`src/rtl/ff_sched_pkg.sv`:
```
// Shared types for the two-channel round-robin accumulator scheduler.
// Holds the FSM state encoding, datapath widths and the saturating add.
package ff_sched_pkg;

    typedef enum logic [1:0] {
        IDLE = 2'd0,
        EXEC = 2'd1,
        RESP = 2'd2
    } state_t;

    typedef logic [3:0] data_t;
    typedef logic [4:0] sum_t;

    // The sum is formed one bit wider than the operands so a+b never wraps
    // before it is compared against the ceiling.
    function automatic data_t sat_add(input data_t a, input data_t b, input data_t ceiling);
        sum_t sum;
        sum = sum_t'(a) + sum_t'(b);
        return (sum > sum_t'(ceiling)) ? ceiling : data_t'(sum);
    endfunction

endpackage : ff_sched_pkg

```
`src/rtl/rr_arb2.sv`:
```
// Two-way round-robin arbiter: the pointer names the preferred channel,
// the other channel wins only when the preferred one is idle. Purely combinational.
module rr_arb2 (
    input  logic [1:0] valid,
    input  logic       pointer,
    output logic [1:0] grant
);

    // NOTE: every output of an always_comb gets a default first, otherwise a
    // path that skips the assignment infers a latch.
    always_comb begin
        grant = 2'b00;
        if (valid[pointer]) begin
            grant[pointer] = 1'b1;
        end else if (valid[~pointer]) begin
            grant[~pointer] = 1'b1;
        end
    end

endmodule : rr_arb2

```
`src/rtl/ff_rr_sched.sv`:
```
// Two-channel request scheduler: grants one channel round-robin, adds its operands
// into a shared saturating accumulator and returns the result over a valid/ready port.
module ff_rr_sched
    import ff_sched_pkg::*;
#(
    parameter int MAX_COUNT = 10,
    parameter int START_VAL = 5
) (
    input  logic       clk,
    input  logic       reset,
    input  logic [1:0] req_valid,
    input  logic [3:0] req_a0,
    input  logic [3:0] req_b0,
    input  logic [3:0] req_a1,
    input  logic [3:0] req_b1,
    output logic [1:0] req_ready,
    output logic       res_valid,
    input  logic       res_ready,
    output logic [3:0] res_data,
    output logic       res_id,
    output logic       busy
);

    localparam data_t MAX_D   = data_t'(MAX_COUNT);
    localparam data_t START_D = data_t'(START_VAL);

    state_t     state_q;
    state_t     state_d;
    data_t      acc_q;
    data_t      op_a_q;
    data_t      op_b_q;
    logic       id_q;
    logic       ptr_q;
    logic [1:0] grant;
    logic       capture;
    logic       exec_en;
    logic       complete;

    rr_arb2 u_arb (
        .valid   (req_valid),
        .pointer (ptr_q),
        .grant   (grant)
    );

    // NOTE: sequential state is written with non-blocking assignments so every
    // register samples pre-edge values, independent of statement order.
    always_ff @(posedge clk or posedge reset) begin
        if (reset) begin
            state_q <= IDLE;
        end else begin
            state_q <= state_d;
        end
    end

    always_comb begin
        state_d   = state_q;
        req_ready = 2'b00;
        res_valid = 1'b0;
        capture   = 1'b0;
        exec_en   = 1'b0;
        complete  = 1'b0;
        unique case (state_q)
            IDLE: begin
                if (|grant) begin
                    req_ready = grant;
                    capture   = 1'b1;
                    state_d   = EXEC;
                end
            end
            EXEC: begin
                exec_en = 1'b1;
                state_d = RESP;
            end
            RESP: begin
                res_valid = 1'b1;
                // Returning to IDLE rather than re-arbitrating here keeps the
                // pointer update and the next grant in separate cycles.
                if (res_ready) begin
                    complete = 1'b1;
                    state_d  = IDLE;
                end
            end
            default: begin
                state_d = IDLE;
            end
        endcase
    end

    // Result fields read zero outside RESP so nothing stale leaks out.
    always_comb begin
        res_data = res_valid ? acc_q : '0;
        res_id   = res_valid & id_q;
        busy     = (state_q != IDLE);
    end

    always_ff @(posedge clk or posedge reset) begin
        if (reset) begin
            acc_q  <= START_D;
            op_a_q <= '0;
            op_b_q <= '0;
            id_q   <= 1'b0;
            ptr_q  <= 1'b0;
        end else begin
            if (capture) begin
                op_a_q <= grant[1] ? req_a1 : req_a0;
                op_b_q <= grant[1] ? req_b1 : req_b0;
                id_q   <= grant[1];
            end
            // A zero/zero operation is a read of the accumulator, not a clear.
            if (exec_en && !(op_a_q == '0 && op_b_q == '0)) begin
                acc_q <= sat_add(op_a_q, op_b_q, MAX_D);
            end
            if (complete) begin
                ptr_q <= ~id_q;
            end
        end
    end

endmodule : ff_rr_sched

```
`config.mk`:
```
export PLATFORM = sky130hd
export DESIGN_NAME = ff_rr_sched
export DESIGN_NICKNAME = d
export VERILOG_FILES = /design/src/rtl/ff_sched_pkg.sv /design/src/rtl/rr_arb2.sv /design/src/rtl/ff_rr_sched.sv
export SDC_FILE = /design/constraint.sdc
export NUM_CORES = 1
export LEC_CHECK = 0
export ABC_AREA = 1
export CORE_MARGIN = 10
export CORE_UTILIZATION = 25
export DETAILED_ROUTE_END_ITERATION = 7
export SYNTH_ARGS = -nofsm -noshare
export SYNTH_HDL_FRONTEND = slang
export SYNTH_SLANG_ARGS = --single-unit
```
`constraint.sdc`:
```
create_clock -name clk -period 3.42 [get_ports clk]
set_clock_uncertainty 0.15 [all_clocks]
set_input_delay 0.513 -clock clk [delete_from_list [all_inputs] [get_ports clk]]
set_output_delay 0.513 -clock clk [all_outputs]
set_load 0.05 [all_outputs]
```
== Word level (Yosys, flattened, before mapping) ==
Index checks and enable logic that the tools add are counted.

* Bits in latches: 0
* Register bits after elaboration: 16
* RAM bits: 0
* Memories: 0
* Bits in read-only memories: 0
* Bits of input ports: 21
* Logic and storage cells: 55

* Shift-type cells: 0
* $add $sub $neg: 1
* Equal/unequal tests: 4
* Multipliers: 0
* Div/mod/pow operators: 0
* Reductions and logical operators: 11
* Muxes and demuxes: 25
* Magnitude comparators: 5
* Bitwise gates (word level): 3

{| class="wikitable"
|+ Operators with widths
! cell !! count
|-
| 4-bit two-way mux || 4
|-
| 1-bit two-way mux || 12
|-
| 2-bit two-way mux || 6
|-
| 4-bit logical NOT || 2
|-
| 2-bit one-hot mux with 3 select lines || 1
|-
| 4-bit by 4-bit adder with 5-bit output || 1
|-
| 5-bit by 4-bit > comparator with 1-bit output (second input constant) || 1
|-
| 1-bit logical AND || 4
|-
| 1-bit by 2-bit < comparator with 1-bit output (second input constant) || 2
|-
| 2-bit inequality test (second input constant) || 2
|-
| 1-bit demux with 1-bit select || 2
|-
| 2-bit by 1-bit equality test with 1-bit output (second input constant) || 1
|-
| 2-bit equality test (second input constant) || 1
|-
| 1-bit >= comparator (second input constant) || 2
|-
| 2-bit logical NOT || 1
|-
| 1-bit NOT || 2
|-
| 2-bit AND reduction || 1
|-
| 2-bit nonzero test || 1
|-
| 2-bit OR reduction || 1
|-
| 1-bit AND || 1
|-
| 1-bit logical NOT || 1
|}

== Longest topological paths before layout ==
Gate-level depths: netlist (run 1).

* Depth in word-level cells: 10
* Mapped depth: 10

== Hierarchy ==
From an unflattened synthesis (run 1), not the netlist that was laid out.

* Cell total of the unflattened synthesis: 131
* Area total of the unflattened synthesis: 996.0 um^2

{| class="wikitable"
|+ By module, submodules not included
! module !! area each (um^2) !! instances !! cells an instance
|-
| ff_rr_sched || 968.4 || 1 || 127
|-
| rr_arb2 || 27.5 || 1 || 4
|}

== Worst setup path after synthesis (run 1) ==
Ideal clock, no wire load.

* Path kind: reg2out
* From: reg state_q[0]
* To: out res_data[0]
* Setup slack: 0.708 ns
* Required time: 2.757 ns
* Data arrival time: 2.049 ns
* Stages on the path, launching flop included: 4
* Buffers on the path: 0
* Path through: dfrtp_1 -> nor2_1 -> inv_1 -> nor2_1

* Cells in the longest elaborated chain, start to end: 3

{| class="wikitable"
|+ Ends and longest elaborated chain
! element !! line !! source
|-
| start, declared || ff_rr_sched.sv:27 || <nowiki>state_t state_q;</nowiki>
|-
| start signal, assigned || ff_rr_sched.sv:51 || <nowiki>state_q <= state_d;</nowiki>
|-
| 2-bit equality test || ff_rr_sched.sv:62 || <nowiki>unique case (state_q)</nowiki>
|-
| 1-bit two-way mux || ff_rr_sched.sv:62 ||
|-
| via res_valid || ff_rr_sched.sv:17 || <nowiki>output logic res_valid,</nowiki>
|-
| 4-bit two-way mux || ff_rr_sched.sv:91 || <nowiki>res_data = res_valid ? acc_q : '0;</nowiki>
|-
| end, declared || ff_rr_sched.sv:19 || <nowiki>output logic [3:0] res_data,</nowiki>
|}

The timed path passes the listed nets, and every way through them passes these cells.

== Worst setup path after layout (run 1) ==
* From: in req_valid[1]
* To: out req_ready[1]

* Cells in the longest elaborated chain, start to end: 7

{| class="wikitable"
|+ Ends and longest elaborated chain
! element !! line !! source
|-
| start, declared || ff_rr_sched.sv:11 || <nowiki>input logic [1:0] req_valid,</nowiki>
|-
| 1-bit two-way mux (implied by the code) (2 in series) || rr_arb2.sv:15 || <nowiki>end else if (valid[~pointer]) begin</nowiki>
|-
| 2-bit two-way mux || rr_arb2.sv:15 ||
|-
| 2-bit two-way mux * || rr_arb2.sv:13 || <nowiki>if (valid[pointer]) begin</nowiki>
|-
| 2-bit OR reduction || ff_rr_sched.sv:64 || <nowiki>if (|grant) begin</nowiki>
|-
| 2-bit two-way mux * || ff_rr_sched.sv:64 ||
|-
| 2-bit two-way mux * || ff_rr_sched.sv:62 ||
|-
| end, declared || ff_rr_sched.sv:16 || <nowiki>output logic [1:0] req_ready,</nowiki>
|}

Mark *: on every way between the ends. The rest lies on a longest branch, timed or not. The select of a mux whose other input is x is not followed.

==> results.py, run 1 <==
metrics = {
    "die": {
        "dieHeight_um": 83.6,
        "num_io_pins": 30,
        "fp-row-count": 23,
        "core_um2": 3940,
        "dieArea_um2": 6980,
        "start_util": 0.256,
        "die_w_um": 83.6,
    },
    "setup_path": {
        "cp-startpoint": "req_valid[1]",
        "crit_arrival_ns": 2.28,
        "r2r-start": "op_a_q[0]",
        "endpoint_kind": "primary output",
        "r2r_end": "acc_q[1]",
        "r2r_cells": 9,
        "critPathRequiredTime_ns": 2.76,
        "worst_setup_path_start_kind": "input pin",
        "path_class": "in2out",
        "path_max_fanout": 10,
        "cp-endpoint": "req_ready[1]",
        "reg2reg_slack_ns": 1.41,
    },
    "global_route": {
        "grt_start_max_net_pins": 18,
        "antenna_found_initial": 0,
        "grt_pass1_vias": 868,
        "grtUsageTotal": 0.0665,
        "grt_pass1_wl_mm": 3.84,
        "gr-total-overflow": 0,
    },
    "clock_tree": {
        "clk_latency_ns": 0.25,
        "root_buffer": "clkbuf_8",
        "holdBufCountCts": 0,
        "cts_buffer_depth": 2,
        "cts_buffers": 3,
        "cts_sinks": 16,
        "cts_tree": "yes",
        "cts_resized": 0,
        "post-cts-setup-buffers": 0,
        "htreeDepth": 1,
        "clkTransAtPathRegs_ns": 0.06,
    },
    "synthesis": {
        "ys_ff_latch": 16,
        "synth.most_common_cell": "nand2_1",
        "synth_xor_area_frac": 0,
        "synth_seq_area_share": 0.399,
        "synthAdderAreaFrac": 0.0694,
        "synthDistinctLibCells": 18,
        "synth.top_cell.area_share": 0.347,
        "synth-async-reset-ratio": 1.00,
        "synth.area.mux_share": 0,
        "syn_nets": 158,
        "syn-cell-area_um2": 1010,
        "yosys_warnings": 0,
        "synthTopCellsByCount": "28 x nand2_1, 23 x nor2_1, 20 x inv_1",
        "synth_top_family_by_area": "simple AND/OR/NAND/NOR gates",
        "avgSynthCellArea_um2": 7.65,
        "yosysTopAreaCell": "dfrtp_1",
        "synth_area_leaders": "dfrtp_1 35%, nand2_1 10%, nor2_1 8.6%",
        "synth-edff-count": 0,
        "synth_compound_area_frac": 0.109,
        "synth-main-ff-cell": "dfrtp_1",
        "syn_inst": 132,
        "yosys.area_share.simple": 0.328,
    },
    "pwr": {
        "p_leak_nw": 0.631,
        "vdd_drop_max_v": 0.000303,
        "clock_power_share": 0.112,
        "sw_frac_of_total": 0.485,
        "power_switching_w": 0.000631,
        "p_seq_frac": 0.269,
        "power.internal_w": 0.000670,
        "finalPower_w": 0.00130,
        "comb_power_share": 0.620,
        "p_per_area_nw_per_um2": 937,
    },
    "timing": {
        "hold_viol": 0,
        "tightest_slew_ns": 0.592,
        "setup_slack_ns": 0.478,
        "rsz0062_at_grt": "false",
        "holdWs_ns": 0.301,
        "setup_tns_ns": 0,
        "max_freq_mhz": 340,
        "slew_violations": 0,
        "slew_headroom": 0.605,
        "min_period_over_period": 0.860,
        "fin_crit_ns": 2.94,
        "finalSetupViolations": 0,
    },
    "routing": {
        "vias": 899,
        "top_layer": "met4",
        "dr_wl_met2_mm": 1.05,
        "drt-pass1-iter-count": 2,
        "wl_met3_um": 145,
        "drc": 0,
        "antenna_left": 0,
        "met1_length_mm": 1.11,
        "vias_per_cell": 4.20,
        "drtIter0Drc": 23,
        "wl_per_cell_um": 11.1,
        "routed_wl_mm": 2.37,
    },
    "cells_and_area": {
        "fin_nets": 191,
        "antenna_cells": 0,
        "final_cells": 214,
        "final_layout_size_suffix_gt1_frac": 0.0854,
        "syn_to_final_growth_pct": 37.4,
    },
    "place": {
        "pre_cts_ws_ns": 0.459,
        "placed_cells": 210,
        "port_buffers": 29,
        "place_congestion": 0.714,
        "hpwl_mm": 1.97,
    },
    "flow_run": {
        "maxCapViolations": 0,
    },
    "outcome": {
        "status": "finished clean",
    },
    "worst_hold_path": {
        "hold_class": "reg2reg",
    },
}
power groups by stage:
stage / sequential [W] / clock, W / combinational (W)
finish: 0.000349 / 0.000145 / 0.000806
global route: 0.000365 / 0.000157 / 0.000903
CTS: 0.000351 / 0.000151 / 0.000817
detailed placement: 0.000353 / 0 / 0.000814
global placement: 0.000350 / 0 / 0.000811
floorplan: 0.000336 / 0 / 0.000653
cell usage in the layout (no fill, tap or decap), types with 2 or more instances in the layout:
cell type,count
dfrtp_1,14
nand2_4,3
nand2_1,28
o21ai_0,7
ha_1,4
a21oi_1,2
nand2_2,2
nor2_1,23
inv_1,20
dfstp_2,2
clkdlybuf4s50_1,29
nand3_1,14
clkbuf_8,3
a31oi_1,7
area by class of cell:
| cell class | count | area [µm²] |
|---|---|---|
| Multi-Input combinational cell | 95 | 512 |
| Fill cell | 419 | 2550 |
| Tap cell | 50 | 62.6 |
| Clock buffer | 4 | 45.0 |
| Sequential cell | 16 | 403 |
| Timing Repair Buffer | 29 | 290 |
| Inverter | 20 | 75.1 |
kinds of logic after synthesis:
group / Yosys count
DFF: 16
AOI/OAI and AO/OA: 17
buffers and inverters: 21
and+or+nand+nor: 73
adders and majority gates: 5
worst min-delay path by stage:
stage             start  endpoint  slack [ns]  cells past startpoint
2_1_floorplan     reset  acc_q[1]        0.28                      1
3_3_place_gp       id_q     ptr_q        0.30                      1
3_5_place_dp       id_q     ptr_q        0.31                      1
4_1_cts            id_q     ptr_q        0.31                      1
5_1_grt        acc_q[0]  acc_q[0]        0.35                      2
6_report           id_q     ptr_q        0.30                      1
layer usage:
layer | global-route usage | up-vias
li1 | - | 484
met1 | 0.0765 | 389
met2 | 0.0990 | 22
met3 | 0.0254 | 4
met4 | 0.0457 | 0
met5 | 0 | -
registers in the layout, indices dropped and copies added, names as in the netlist:
| register | flops |
|---|---|
| id_q | 1 |
| op_a_q | 4 |
| acc_q | 4 |
| ptr_q | 1 |
| state_q | 2 |
| op_b_q | 4 |
per-stage QoR:
step	cell area, µm²	util
final	1390	0.352
after global routing	1390	0.352
after CTS	1390	0.352
after detailed placement	1340	0.341
after global placement	1340	0.341
after floorplan	1010	-
worst max-delay path: stages:
cell and delay (ns):
clkdlybuf4s50_1 0.51, nand2_2 0.16, nand2_4 0.17, nand2_4 0.07, inv_1 0.05, clkdlybuf4s50_1 0.79
Power figures use the tool's default switching activity.
==> run 2, diff against run 1 <==
DONT_BUFFER_PORTS = 1   (was default)
HOLD_SLACK_MARGIN = 0.06   (was default)
TNS_END_PERCENT = 20   (was default)
==> run 2 against run 1 <==
Sequential power is essentially flat. Wire length down 2.2%. Worst hold slack worse by 0.23 ns. Non-clock buffer count is 23 lower. Cell count fell by 11%. Sequential share of layout area is 5.9 points higher. Via count is 9.8% lower. Die area did not move. Power down 2.4%. Largest power group unchanged.
==> results.py, run 2 (synthesized netlist as in run 1, its figures left out) <==
metrics = {
    "setup_path": {
        "path_class": "reg2out",
        "path_max_fanout": 6,
        "crit_arrival_ns": 1.45,
        "worst_setup_path_start_kind": "flip-flop",
        "crit_family": "buffers and inverters",
        "slowest_delay_ns": 0.37,
        "r2r_end": "acc_q[1]",
        "endpoint_kind": "primary output",
        "path_cells": "inv_1, nor2_1, buf_4, inv_1, nor2_1, buf_4",
        "reg2reg_slack_ns": 1.45,
        "r2r-start": "op_a_q[0]",
        "critPathRequiredTime_ns": 2.76,
        "r2r_cells": 9,
        "cp_slowest_cell": "dfrtp_1",
        "path_buf_inv": 4,
    },
    "global_route": {
        "grtUsageTotal": 0.0669,
        "gr-total-overflow": 0,
        "antenna_found_initial": 0,
        "grt_start_max_net_pins": 18,
        "grt_pass1_vias": 807,
        "grt_pass1_wl_mm": 3.86,
    },
    "timing": {
        "slew_violations": 0,
        "min_period_over_period": 0.618,
        "hold_viol": 0,
        "slew_headroom": 0.595,
        "fin_crit_ns": 2.11,
        "rsz0062_at_grt": "false",
        "finalSetupViolations": 0,
        "tightest_slew_ns": 0.607,
        "setup_tns_ns": 0,
        "max_freq_mhz": 473,
    },
    "pwr": {
        "p_per_area_nw_per_um2": 1100,
        "comb_power_share": 0.591,
        "clock_power_share": 0.132,
        "power.internal_w": 0.000637,
        "p_leak_nw": 0.559,
        "power_switching_w": 0.000633,
        "sw_frac_of_total": 0.498,
        "p_seq_frac": 0.277,
        "vdd_drop_max_v": 0.000339,
        "finalPower_w": 0.00127,
    },
    "clock_tree": {
        "cts_buffer_depth": 2,
        "htreeDepth": 1,
        "cts_buffers": 3,
        "cts_tree": "yes",
        "post-cts-setup-buffers": 0,
        "holdBufCountCts": 0,
        "clkTransAtPathRegs_ns": 0.06,
        "root_buffer": "clkbuf_8",
        "cts_sinks": 16,
        "cts_resized": 0,
        "clk_latency_ns": 0.25,
    },
    "cells_and_area": {
        "final_layout_size_suffix_gt1_frac": 0.149,
        "final_cell_mix": "28 x nand2_1, 23 x nor2_1, 20 x inv_1",
        "fill_cells": 413,
        "syn_to_final_growth_pct": 14.1,
        "reg.largest.list": "acc_q (4), op_a_q (4), op_b_q (4)",
        "layout_commonest_cell": "nand2_1",
        "fin_nets": 168,
        "antenna_cells": 0,
    },
    "die": {
        "die_w_um": 83.6,
        "core_um2": 3940,
        "fp-row-count": 23,
        "start_util": 0.256,
        "dieHeight_um": 83.6,
        "num_io_pins": 30,
        "dieArea_um2": 6980,
    },
    "routing": {
        "drtIter0Drc": 22,
        "drt-pass1-iter-count": 4,
        "vias": 811,
        "antenna_left": 0,
        "vias_per_cell": 4.25,
        "drc": 0,
        "wl_per_cell_um": 12.1,
        "routed_wl_mm": 2.32,
    },
    "place": {
        "hpwl_mm": 1.91,
        "place_congestion": 0.692,
        "port_buffers": 0,
    },
    "outcome": {
        "status": "finished clean",
    },
    "worst_hold_path": {
        "hold_class": "in2async",
    },
    "flow_run": {
        "maxCapViolations": 0,
    },
}
-- run 2: cell count changes in the layout (fill, tap and decap cells not counted) --
cell	before	now
clkbuf_1	1	0
clkdlybuf4s50_1	29	0
clkbuf_8	3	4
buf_4	0	6
-- run 2: cell type report --
class | instances | area (µm²) | share of cell area
well taps | 50 | 62.6 | 0.0543
multi-input cells | 95 | 512 | 0.444
repair buffers | 6 | 45.0 | 0.0391
flip-flops and latches | 16 | 403 | 0.350
inverters | 20 | 75.1 | 0.0651
clock buffers | 4 | 55.1 | 0.0478
-- run 2: metrics by stage --
stage | setup WS [ns] | instances | hold slack (ns) | instance area [µm²] | util
after floorplan | 0.708 | 132 | 0.275 | 1010 | -
after global placement | 1.47 | 187 | 0.294 | 1100 | 0.278
final | 1.31 | 191 | 0.0674 | 1150 | 0.292
after detailed placement | 1.46 | 187 | 0.326 | 1100 | 0.278
after CTS | 1.28 | 191 | 0.0931 | 1150 | 0.292
after global routing | 1.20 | 191 | 0.121 | 1150 | 0.292
-- run 2: layer usage --
metal	GRT usage	share of wire
met5	0	0
met4	0.0411	0.025
met3	0.0244	0.053
met2	0.0990	0.44
met1	0.0799	0.48
-- run 2: worst max-delay path by stage --
stage                 startpoint      endpoint  depth (start not counted)
global route          state_q[1]   res_data[2]                          6
finish                state_q[1]   res_data[2]                          6
floorplan             state_q[0]   res_data[0]                          3
CTS                   state_q[1]   res_data[2]                          6
detailed placement     op_a_q[0]      acc_q[1]                          9
global placement    req_valid[0]  req_ready[1]                          5
-- run 2: worst reg2reg max path: cells and delay by family (launching register included) --
family                   cells  cell delay, ns
adder cells (fa/ha/maj)      2            0.61
buffers and inverters        1            0.06
AND/OR/NAND/NOR              6            0.67
flip-flops                   1            0.42
-- run 2: power groups by stage --
| stage | logic (W) | registers (W) | clock network (W) |
|---|---|---|---|
| final | 0.000751 | 0.000352 | 0.000168 |
| after global routing | 0.000856 | 0.000366 | 0.000182 |
| after CTS | 0.000764 | 0.000353 | 0.000172 |
| after detailed placement | 0.000762 | 0.000355 | 0 |
| after global placement | 0.000759 | 0.000350 | 0 |
| after floorplan | 0.000653 | 0.000336 | 0 |
